<file path="src/rtl/vga_scan_generator_if.sv">
// vga_scan_generator_if
// Bundles the sprite-side coordinate/color exchange and the VGA DAC outputs.
//   color       : {R,G,B} from the sprite combiner, one cycle behind xvga/yvga
//   xvga, yvga  : downscaled sprite coordinates (0 outside the visible region)
//   VGA_HS/VS   : active-low syncs
//   VGA_BLANK_N : high while the output pixel is visible
//   VGA_R/G/B   : 8-bit DAC channel values
//   frame_start : one-cycle pulse on output pixel (0,0)
// master: the scan generator; slave: the combiner / display side.
interface vga_scan_generator_if;
  logic [2:0] color;
  logic [7:0] xvga;
  logic [6:0] yvga;
  logic       VGA_HS;
  logic       VGA_VS;
  logic       VGA_BLANK_N;
  logic [7:0] VGA_R;
  logic [7:0] VGA_G;
  logic [7:0] VGA_B;
  logic       frame_start;

  modport master (
    input  color,
    output xvga, yvga, VGA_HS, VGA_VS, VGA_BLANK_N,
    output VGA_R, VGA_G, VGA_B, frame_start
  );

  modport slave (
    output color,
    input  xvga, yvga, VGA_HS, VGA_VS, VGA_BLANK_N,
    input  VGA_R, VGA_G, VGA_B, frame_start
  );
endinterface

</file>
<file path="src/rtl/vga_scan_generator.sv">
// vga_scan_generator
// Free-running VGA raster counter with a two-stage output pipeline. The
// sprite coordinates leave combinationally from the counters; the combiner
// answers with a color one cycle later, and syncs/blank/color all emerge
// together two cycles after the counter state that produced them.
// Ports:
//   VGA_CLK : pixel clock, rising edge
//   reset_n : asynchronous active-low reset
//   vga     : vga_scan_generator_if.master (color in, coordinates/VGA out)
module vga_scan_generator #(
  parameter int H_VISIBLE   = 640,
  parameter int H_FP        = 16,
  parameter int H_SYNC      = 96,
  parameter int H_BP        = 48,
  parameter int V_VISIBLE   = 480,
  parameter int V_FP        = 10,
  parameter int V_SYNC      = 2,
  parameter int V_BP        = 33,
  parameter int SCALE_SHIFT = 2
) (
  input  logic                        VGA_CLK,
  input  logic                        reset_n,
  vga_scan_generator_if.master        vga
);

  localparam logic [9:0] H_LAST   = 10'(H_VISIBLE + H_FP + H_SYNC + H_BP - 1);
  localparam logic [9:0] V_LAST   = 10'(V_VISIBLE + V_FP + V_SYNC + V_BP - 1);
  localparam logic [9:0] H_VIS    = 10'(H_VISIBLE);
  localparam logic [9:0] V_VIS    = 10'(V_VISIBLE);
  localparam logic [9:0] HS_START = 10'(H_VISIBLE + H_FP);
  localparam logic [9:0] HS_END   = 10'(H_VISIBLE + H_FP + H_SYNC);
  localparam logic [9:0] VS_START = 10'(V_VISIBLE + V_FP);
  localparam logic [9:0] VS_END   = 10'(V_VISIBLE + V_FP + V_SYNC);

  logic [9:0] hcount;
  logic [9:0] vcount;
  logic       h_wrap;

  assign h_wrap = (hcount == H_LAST);

  // vcount advances only as hcount wraps, so both return to 0 on one edge.
  always_ff @(posedge VGA_CLK or negedge reset_n) begin
    if (!reset_n) begin
      hcount <= '0;
      vcount <= '0;
    end else begin
      hcount <= h_wrap ? 10'd0 : hcount + 10'd1;
      if (h_wrap)
        vcount <= (vcount == V_LAST) ? 10'd0 : vcount + 10'd1;
    end
  end

  // ---- stage p0: combinational decode of the counters ----
  logic vld_p0, hs_p0, vs_p0, sof_p0;

  assign vld_p0 = (hcount < H_VIS) && (vcount < V_VIS);
  assign hs_p0  = !((hcount >= HS_START) && (hcount < HS_END));
  assign vs_p0  = !((vcount >= VS_START) && (vcount < VS_END));
  assign sof_p0 = (hcount == 10'd0) && (vcount == 10'd0);

  assign vga.xvga = vld_p0 ? 8'(hcount >> SCALE_SHIFT) : 8'd0;
  assign vga.yvga = vld_p0 ? 7'(vcount >> SCALE_SHIFT) : 7'd0;

  // ---- stage p1: combiner is resolving color for these coordinates ----
  logic vld_p1, hs_p1, vs_p1, sof_p1;

  always_ff @(posedge VGA_CLK or negedge reset_n) begin
    if (!reset_n) begin
      vld_p1 <= 1'b0;
      hs_p1  <= 1'b1;
      vs_p1  <= 1'b1;
      sof_p1 <= 1'b0;
    end else begin
      vld_p1 <= vld_p0;
      hs_p1  <= hs_p0;
      vs_p1  <= vs_p0;
      sof_p1 <= sof_p0;
    end
  end

  // ---- stage p2: registered outputs; color captured here, blank-gated ----
  logic       vld_p2, hs_p2, vs_p2, sof_p2;
  logic [7:0] r_p2, g_p2, b_p2;

  always_ff @(posedge VGA_CLK or negedge reset_n) begin
    if (!reset_n) begin
      vld_p2 <= 1'b0;
      hs_p2  <= 1'b1;
      vs_p2  <= 1'b1;
      sof_p2 <= 1'b0;
      r_p2   <= 8'h00;
      g_p2   <= 8'h00;
      b_p2   <= 8'h00;
    end else begin
      vld_p2 <= vld_p1;
      hs_p2  <= hs_p1;
      vs_p2  <= vs_p1;
      sof_p2 <= sof_p1;
      r_p2   <= vld_p1 ? {8{vga.color[2]}} : 8'h00;
      g_p2   <= vld_p1 ? {8{vga.color[1]}} : 8'h00;
      b_p2   <= vld_p1 ? {8{vga.color[0]}} : 8'h00;
    end
  end

  assign vga.VGA_HS      = hs_p2;
  assign vga.VGA_VS      = vs_p2;
  assign vga.VGA_BLANK_N = vld_p2;
  assign vga.frame_start = sof_p2;
  assign vga.VGA_R       = r_p2;
  assign vga.VGA_G       = g_p2;
  assign vga.VGA_B       = b_p2;

endmodule

</file>
<file path="src/flat_wrapper.sv">
// flat-port wrapper written by rule: the top's interface ports become plain ports
module vga_scan_generator_flat 
#(
  parameter int H_VISIBLE   = 640,
  parameter int H_FP        = 16,
  parameter int H_SYNC      = 96,
  parameter int H_BP        = 48,
  parameter int V_VISIBLE   = 480,
  parameter int V_FP        = 10,
  parameter int V_SYNC      = 2,
  parameter int V_BP        = 33,
  parameter int SCALE_SHIFT = 2
)
  (VGA_CLK, reset_n, vga_color, vga_xvga, vga_yvga, vga_VGA_HS, vga_VGA_VS, vga_VGA_BLANK_N, vga_VGA_R, vga_VGA_G, vga_VGA_B, vga_frame_start);
  vga_scan_generator_if vga_i ();
  input  logic VGA_CLK;
  input  logic reset_n;
  input wire logic [$bits(vga_i.color)-1:0] vga_color;
  output wire logic [$bits(vga_i.xvga)-1:0] vga_xvga;
  output wire logic [$bits(vga_i.yvga)-1:0] vga_yvga;
  output wire logic [$bits(vga_i.VGA_HS)-1:0] vga_VGA_HS;
  output wire logic [$bits(vga_i.VGA_VS)-1:0] vga_VGA_VS;
  output wire logic [$bits(vga_i.VGA_BLANK_N)-1:0] vga_VGA_BLANK_N;
  output wire logic [$bits(vga_i.VGA_R)-1:0] vga_VGA_R;
  output wire logic [$bits(vga_i.VGA_G)-1:0] vga_VGA_G;
  output wire logic [$bits(vga_i.VGA_B)-1:0] vga_VGA_B;
  output wire logic [$bits(vga_i.frame_start)-1:0] vga_frame_start;
  assign vga_i.color = vga_color;
  assign vga_xvga = vga_i.xvga;
  assign vga_yvga = vga_i.yvga;
  assign vga_VGA_HS = vga_i.VGA_HS;
  assign vga_VGA_VS = vga_i.VGA_VS;
  assign vga_VGA_BLANK_N = vga_i.VGA_BLANK_N;
  assign vga_VGA_R = vga_i.VGA_R;
  assign vga_VGA_G = vga_i.VGA_G;
  assign vga_VGA_B = vga_i.VGA_B;
  assign vga_frame_start = vga_i.frame_start;
  vga_scan_generator #(.H_VISIBLE(H_VISIBLE), .H_FP(H_FP), .H_SYNC(H_SYNC), .H_BP(H_BP), .V_VISIBLE(V_VISIBLE), .V_FP(V_FP), .V_SYNC(V_SYNC), .V_BP(V_BP), .SCALE_SHIFT(SCALE_SHIFT)) u_core (.VGA_CLK(VGA_CLK), .reset_n(reset_n), .vga(vga_i));
endmodule
</file>
<file path="config.mk">
export PLATFORM = sky130hd
export DESIGN_NAME = vga_scan_generator_flat
export DESIGN_NICKNAME = d
export VERILOG_FILES = /design/src/rtl/vga_scan_generator_if.sv /design/src/rtl/vga_scan_generator.sv /design/src/flat_wrapper.sv
export SDC_FILE = /design/constraint.sdc
export NUM_CORES = 1
export LEC_CHECK = 0
export CAP_MARGIN = 0
export CORE_UTILIZATION = 43
export DETAILED_ROUTE_END_ITERATION = 8
export GPL_ROUTABILITY_DRIVEN = 0
export PLACE_DENSITY = 0.72
export SLEW_MARGIN = 0
export SYNTH_ARGS = -nofsm -noshare
export SYNTH_HDL_FRONTEND = slang
export SYNTH_SLANG_ARGS = --single-unit
</file>
<file path="constraint.sdc">
create_clock -name VGA_CLK -period 2 [get_ports VGA_CLK]
set_input_delay 0.4 -clock VGA_CLK [delete_from_list [all_inputs] [get_ports VGA_CLK]]
set_output_delay 0.4 -clock VGA_CLK [all_outputs]
set_load 0.02 [all_outputs]
</file>
==> impl_metrics.ini, run 1 <==
[run_status]
status = complete, no violations

[clocking]
cts_sinks = 31
holdBufCountCts = 0
htree_levels = 2
clk_latency_ns = 0.28
clockRootBuffer = clkbuf_8
clk_path_buf_depth = 2
cts_made_buffers = 5
clkTransAtPathRegs_ns = 0.06
cts_tree = done

[sta]
rsz0062_at_grt = true
worstMarginPinSlew_ns = 0.3691
drv_slew = 0
hold_viol = 0
period_needed_ns = 1.970
maxSlewHeadroom_pct = 75.17
hold_slack_ns = 0.3547
setup_viol = 0
period_share_pct = 98.50
layout_setup_ws_ns = 0.03010
finClkSkew_ns = 0.003815
max_freq_mhz = 507.6

[cells_and_area]
drive_above_1_share_pct = 29.03
finalInstanceArea_um2 = 2296
final_cell_count_no_fill = 265
final_core_util_pct = 61.78
fillers = 325
syn_to_final_growth_pct = 36.74
top_regs = u_core.hcount x10, u_core.vcount x10
fin_nets = 225
antenna_cells = 0

[global_routing]
grt_first_pass_wirelength_um = 6037
grt_max_degree = 32
gr-usage-all-layers_pct = 19.86
grt_pass1_vias = 1284
overflow = 0
antenna_found_initial = 0

[synth]
synth_compound_area_share_pct = 6.110
netlist_area_um2 = 1679
synth_edf_count = 0
synth_area_leader_cell = dfrtp_1
ys_warn_count = 0
ys.flop_type = dfrtp_1
syn_avg_cell_area_um2 = 10.05
yosys.area_share.xor_xnor_pct = 5.216
yosys.area_share.adder_pct = 2.981
synth_top_family_by_area = simple AND/OR/NAND/NOR gates
ys_types = 40
syn-num-nets = 176
synth_top_cells_by_area = dfrtp_1 (40%), buf_4 (9.4%), and2_1 (6.3%)
synthSimpleGateAreaFrac_pct = 25.41
synth-async-reset-ratio_pct = 100.0
synthCells = 167
synth_top_area_share_pct = 40.24
muxShareOfSynthArea_pct = 0.5961
ys_ff_latch = 31
synth.yosys.seq_area_share_pct = 46.50

[placed_design]
io_buffers = 47
dp_worst_setup_slack_ns = -0.1591
place_area_um2 = 2172
placed_cells = 256
place_hpwl_um = 2676

[worst_setup_path]
crit_path_start_kind = flop
end_kind = flop
critPathKind = reg -> reg
arrival_ns = 2.18
crit_required_ns = 2.21
crit_fanout = 6

[power]
sw_frac_of_total_pct = 23.14
netSwitchingPower_mw = 0.2783
peakVddDrop_v = 0.0004360
clkPwrFrac_pct = 38.5
p_per_area_nw_per_um2 = 523.8
p_leak_nw = 1.031
p_int_mw = 0.9243
combinationalPowerShare_pct = 8.6
seqPwrFrac_pct = 52.9

[die]
rows = 22
core_um2 = 3716
start_util_pct = 45.19
io_pins = 48
die_width_um = 64.49
floorplan.die_area_um2 = 4159
die_h_um = 64.49

[routing]
antenna_left = 0
drc_errors = 0
drtIter0Drc = 50
vias_per_cell = 5.317
vias = 1409
routed_wirelength_um = 3603
wl_per_cell_um = 13.60
dr.pass1.iters = 4

[hold_path]
hold_path_class = reg -> reg

[flow_run]
drv_cap = 0
==> what timing repair did <==
action                                  4_1_cts  5_1_grt
resized for setup                            64       32
pin swaps                                     2        4
endpoints found under the setup margin       18       18
hold endpoints to repair                      0        0
setup buffers                                 0        1
gates cloned                                  0        0
==> path summary, 6_finish.rpt <==
| kind | slack, ns | depth (start not counted) | to | startpoint |
|---|---|---|---|---|
| max in group asynchronous | 1.17 | 2 | u_core.hs_p1$_DFF_PN1_ | reset_n |
| worst max-delay path | 0.03 | 5 | u_core.vcount[3]$_DFFE_PN0N_ | u_core.hcount[7]$_DFF_PN0_ |
| worst min-delay path | 0.35 | 0 | u_core.vga.VGA_HS$_DFF_PN1_ | u_core.hs_p1$_DFF_PN1_ |
| worst max register to register | 0.03 | 5 | u_core.vcount[3]$_DFFE_PN0N_ | u_core.hcount[7]$_DFF_PN0_ |
| min in group asynchronous | 0.51 | 2 | u_core.vcount[4]$_DFFE_PN0N_ | reset_n |
| worst min register to register | 0.35 | 0 | u_core.vga.VGA_HS$_DFF_PN1_ | u_core.hs_p1$_DFF_PN1_ |
==> critical path: stages, from the launching register on <==
cell     delay [ns]
dfrtp_1        0.39
buf_6          0.14
or4b_4         0.54
or3_4          0.38
or3_1          0.32
mux2i_1        0.12
==> final cells by class <==
type	count	area, µm²	share of cell area (%)
Timing Repair Buffer	69	623.1	27.14
Tap cell	48	60.06	2.616
Multi-Input combinational cell	102	724.4	31.55
Clock buffer	7	76.32	3.324
Sequential cell	31	780.7	34.01
Clock inverter	1	5.005	0.2180
Inverter	7	26.28	1.144
==> power by group through the flow <==
stage | clock network, mW | logic (mW) | registers [mW]
after global routing | 0.513 | 0.111 | 0.637
after CTS | 0.483 | 0.106 | 0.636
final | 0.463 | 0.104 | 0.636
after detailed placement | 0 | 0.105 | 0.648
after global placement | 0 | 0.105 | 0.647
after floorplan | 0 | 0.0620 | 0.651
==> per-layer routing <==
layer	up-vias	part of all wire, %	GRT usage, %
met3	7	7.8	6.514
met2	62	48	31.71
met5	-	0	0
met4	0	2.4	10.56
met1	691	42	23.64
li1	649	-	-
==> metrics by stage <==
| stage | total power, mW | setup TNS [ns] |
|---|---|---|
| after detailed placement | 0.7529 | -1.660 |
| final | 1.203 | 0 |
| after floorplan | 0.7131 | 0 |
| after global routing | 1.260 | -0.2459 |
| after CTS | 1.225 | 0 |
| after global placement | 0.7519 | -0.9081 |
==> synthesized netlist by cell type, types with 5 or more instances <==
cell,number
nor2_1,9
xnor2_1,5
nand4_1,8
inv_1,7
nand3_1,6
nand2_1,6
nor4_1,5
xor2_1,5
dfrtp_1,27
and2_1,17
buf_4,21
==> cells in the final DEF (no fill, tap or decap), types with 2 or more instances in the layout <==
cell,n
clkdlybuf4s50_1,32
buf_4,27
dfrtp_1,27
and2_1,11
nor2_1,9
nand4_1,8
buf_6,8
inv_1,7
nand2_1,6
and2_4,6
nand3_1,5
xor2_1,5
xnor2_1,5
o21ai_1,5
clkbuf_8,5
ha_1,4
dfstp_2,4
o21ai_0,3
nor4_2,3
nor4_1,3
o21a_1,2
and3_1,2
or3_1,2
nor2b_1,2
o22ai_1,2
clkbuf_1,2
buf_2,2
==> cells by family (layout without fill, tap and decap cells) <==
logic type	Yosys count	count (layout)
compound gates	17	17
xor+xnor	10	10
fa+ha+maj	4	4
buf+inv	34	84
flops	31	31
mux	1	1
simple gates	70	70
No activity file was read; power rests on OpenSTA's default activity.
==> run 2: changes to the inputs <==
--- a/config.mk
+++ b/config.mk
@@ -5,7 +5,8 @@
 export SDC_FILE = /design/constraint.sdc
 export NUM_CORES = 1
 export LEC_CHECK = 0
-export CAP_MARGIN = 0
+export ABC_AREA = 1
+export CORE_ASPECT_RATIO = 0.5
 export CORE_UTILIZATION = 43
 export DETAILED_ROUTE_END_ITERATION = 8
 export GPL_ROUTABILITY_DRIVEN = 0
==> impl_metrics.ini, run 2 <==
[cells_and_area]
drive_above_1_share_pct = 17.37
syn_to_final_growth_pct = 25.63
multiInputGateArea_um2 = 633.1
fillers = 338
fin_nets = 267
final_common_cell = nor2_1
antenna_cells = 0
regArea_um2 = 780.7
layout_common_cells = nor2_1 (37), nand2_1 (33), clkdlybuf4s50_1 (32)
top_regs = u_core.hcount x10, u_core.vcount x10
finalInstanceArea_um2 = 2171
final_core_util_pct = 59.62

[synth]
syn-num-nets = 226
synth_top_area_share_pct = 39.10
synth_edf_count = 0
ys_warn_count = 0
synth_area_leader_cell = dfrtp_1
ys_ff_latch = 31
netlist_top_cells_count = nor2_1 (37), nand2_1 (33), inv_1 (30)
synth-async-reset-ratio_pct = 100.0
synthCells = 217
netlist_area_um2 = 1728
syn_avg_cell_area_um2 = 7.963
ys.flop_type = dfrtp_1
synth.yosys.seq_area_share_pct = 45.18
synth_top_cells_by_area = dfrtp_1 (39%), buf_4 (9.1%), nor2_1 (8.0%)
ys_types = 23
yosysMostFrequentCell = nor2_1

[clocking]
cts_setup_buffers = 0
cts_made_buffers = 5
htree_levels = 2
clockRootBuffer = clkbuf_8
clk_path_buf_depth = 2
cts_sinks = 31
cts_tree = done
clk_latency_ns = 0.28
clkTransAtPathRegs_ns = 0.07

[sta]
setup_viol = 0
rsz0062_at_grt = false
max_freq_mhz = 547.2
fin_tns_setup_ns = 0
finClkSkew_ns = 0.007454
hold_viol = 0
period_share_pct = 91.38
drv_slew = 0
worstMarginPinSlew_ns = 0.3933
period_needed_ns = 1.828
layout_setup_ws_ns = 0.1725
maxSlewHeadroom_pct = 73.78

[routing]
vias_per_cell = 4.706
dr.pass1.iters = 4
wl_per_cell_um = 11.36
drtIter0Drc = 90
routed_wirelength_um = 3522
vias = 1459
antenna_left = 0
drc_errors = 0

[hold_path]
hold_path_class = reg -> reg
hold_depth = 0

[power]
p_leak_nw = 1.091
power_mw = 1.216
peakVddDrop_v = 0.0003613
p_per_area_nw_per_um2 = 560.3

[placed_design]
place_area_um2 = 2162
dp_worst_setup_slack_ns = 0.03262
place_hpwl_um = 2534
io_buffers = 47

[global_routing]
grt_first_pass_wirelength_um = 5451
antenna_found_initial = 0
gr-usage-all-layers_pct = 16.93
overflow = 0
grt_max_degree = 32
grt_pass1_vias = 1236

[worst_setup_path]
crit_path_start_kind = flop
crit_required_ns = 1.60
crit_fanout = 15
arrival_ns = 1.43
end_kind = primary output
rr_worst_depth = 8
critPathKind = reg -> out

[die]
start_util_pct = 47.46
core_um2 = 3641
floorplan.die_area_um2 = 4292
io_pins = 48
die_h_um = 46.83
rows = 15
die_width_um = 91.65

[flow_run]
drv_cap = 0

[run_status]
status = complete, no violations
[run 2: cell types whose count changed in the layout (fill, tap and decap cells not counted), sizes merged, moves of 5 or more]
cell	before	now
clkbuf	7	22
nor2	9	40
nor4	6	0
and2	17	0
buf	37	12
nand3	6	18
nand2	6	34
xnor2	5	0
inv	7	33
[run 2: area by class of cell]
class	count	share of cell area, %
Sequential cell	31	35.97
Multi-Input combinational cell	128	29.16
Timing Repair Buffer	59	22.36
Inverter	33	5.821
Clock buffer	7	3.516
Tap cell	51	2.939
Clock inverter	1	0.2305
[run 2: path summary, 6_finish.rpt]
kind,to,slack [ns],from
min,u_core.vga.VGA_HS$_DFF_PN1_,0.36,u_core.hs_p1$_DFF_PN1_
min in group asynchronous,u_core.vcount[7]$_DFFE_PN0N_,0.51,reset_n
max in group asynchronous,u_core.vga.VGA_HS$_DFF_PN1_,1.17,reset_n
min reg2reg,u_core.vga.VGA_HS$_DFF_PN1_,0.36,u_core.hs_p1$_DFF_PN1_
max,vga_xvga[2],0.17,u_core.vcount[9]$_DFFE_PN0N_
max reg2reg,u_core.vcount[6]$_DFFE_PN0N_,0.42,u_core.hcount[0]$_DFF_PN0_
[run 2: logic make-up (layout without fill, tap and decap cells)]
kind of cell             Yosys count  after routing  synth area share [%]
adder cells (fa/ha/maj)            4              4                 2.897
flip-flops                        31             31                 45.18
AO/OA/AOI/OAI                     14             14                 4.128
AND/OR/NAND/NOR                  104            104                 26.57
buffers and inverters             58            100                 18.18
XOR/XNOR                           6              6                 3.041
[run 2: metal layers]
layer	GRT usage (%)	vias to the layer above	share of wire (%)
li1	-	732	-
met1	22.03	660	48
met2	27.52	64	45
met3	5.016	3	6.4
met4	6.984	0	0.34
met5	0	-	0
[run 2: power breakdown]
part	internal [mW]	total (mW)	switching [mW]	leakage [nW]
Sequential	0.630	0.636	0.00551	0.388
Clock	0.244	0.476	0.232	0.0422
Combinational	0.0495	0.104	0.0547	0.661
[run 2: repair_timing]
item / CTS / global route
cloned: 0 / 0
hold buffers: 0 / 0
endpoints found under the setup margin: 15 / 15
gates resized for setup: 16 / 30
[run 2: stage by stage]
| stage | hold WS (ns) | std cells |
|---|---|---|
| after floorplan | 0.1044 | 217 |
| after global placement | 0.3445 | 302 |
| after detailed placement | 0.3468 | 302 |
| after CTS | 0.3561 | 310 |
| after global routing | 0.3613 | 310 |
| final | 0.3552 | 310 |
[run 2: worst max-delay path, stage by stage (launching register included)]
cell	delay, ns
dfrtp_1	0.39
inv_1	0.12
nand3_1	0.10
nor2_2	0.15
inv_4	0.11
nor2_1	0.10
clkbuf_2	0.17
==> run 3: changes to the inputs <==
--- a/config.mk
+++ b/config.mk
@@ -8,8 +8,10 @@
 export ABC_AREA = 1
 export CORE_ASPECT_RATIO = 0.5
 export CORE_UTILIZATION = 43
+export CTS_CLUSTER_SIZE = 16
 export DETAILED_ROUTE_END_ITERATION = 8
 export GPL_ROUTABILITY_DRIVEN = 0
+export HOLD_SLACK_MARGIN = 0.03
 export PLACE_DENSITY = 0.72
 export SLEW_MARGIN = 0
 export SYNTH_ARGS = -nofsm -noshare
==> results of run 3 <==
No change in the layout: final DEF, timing and power equal those of run 2.
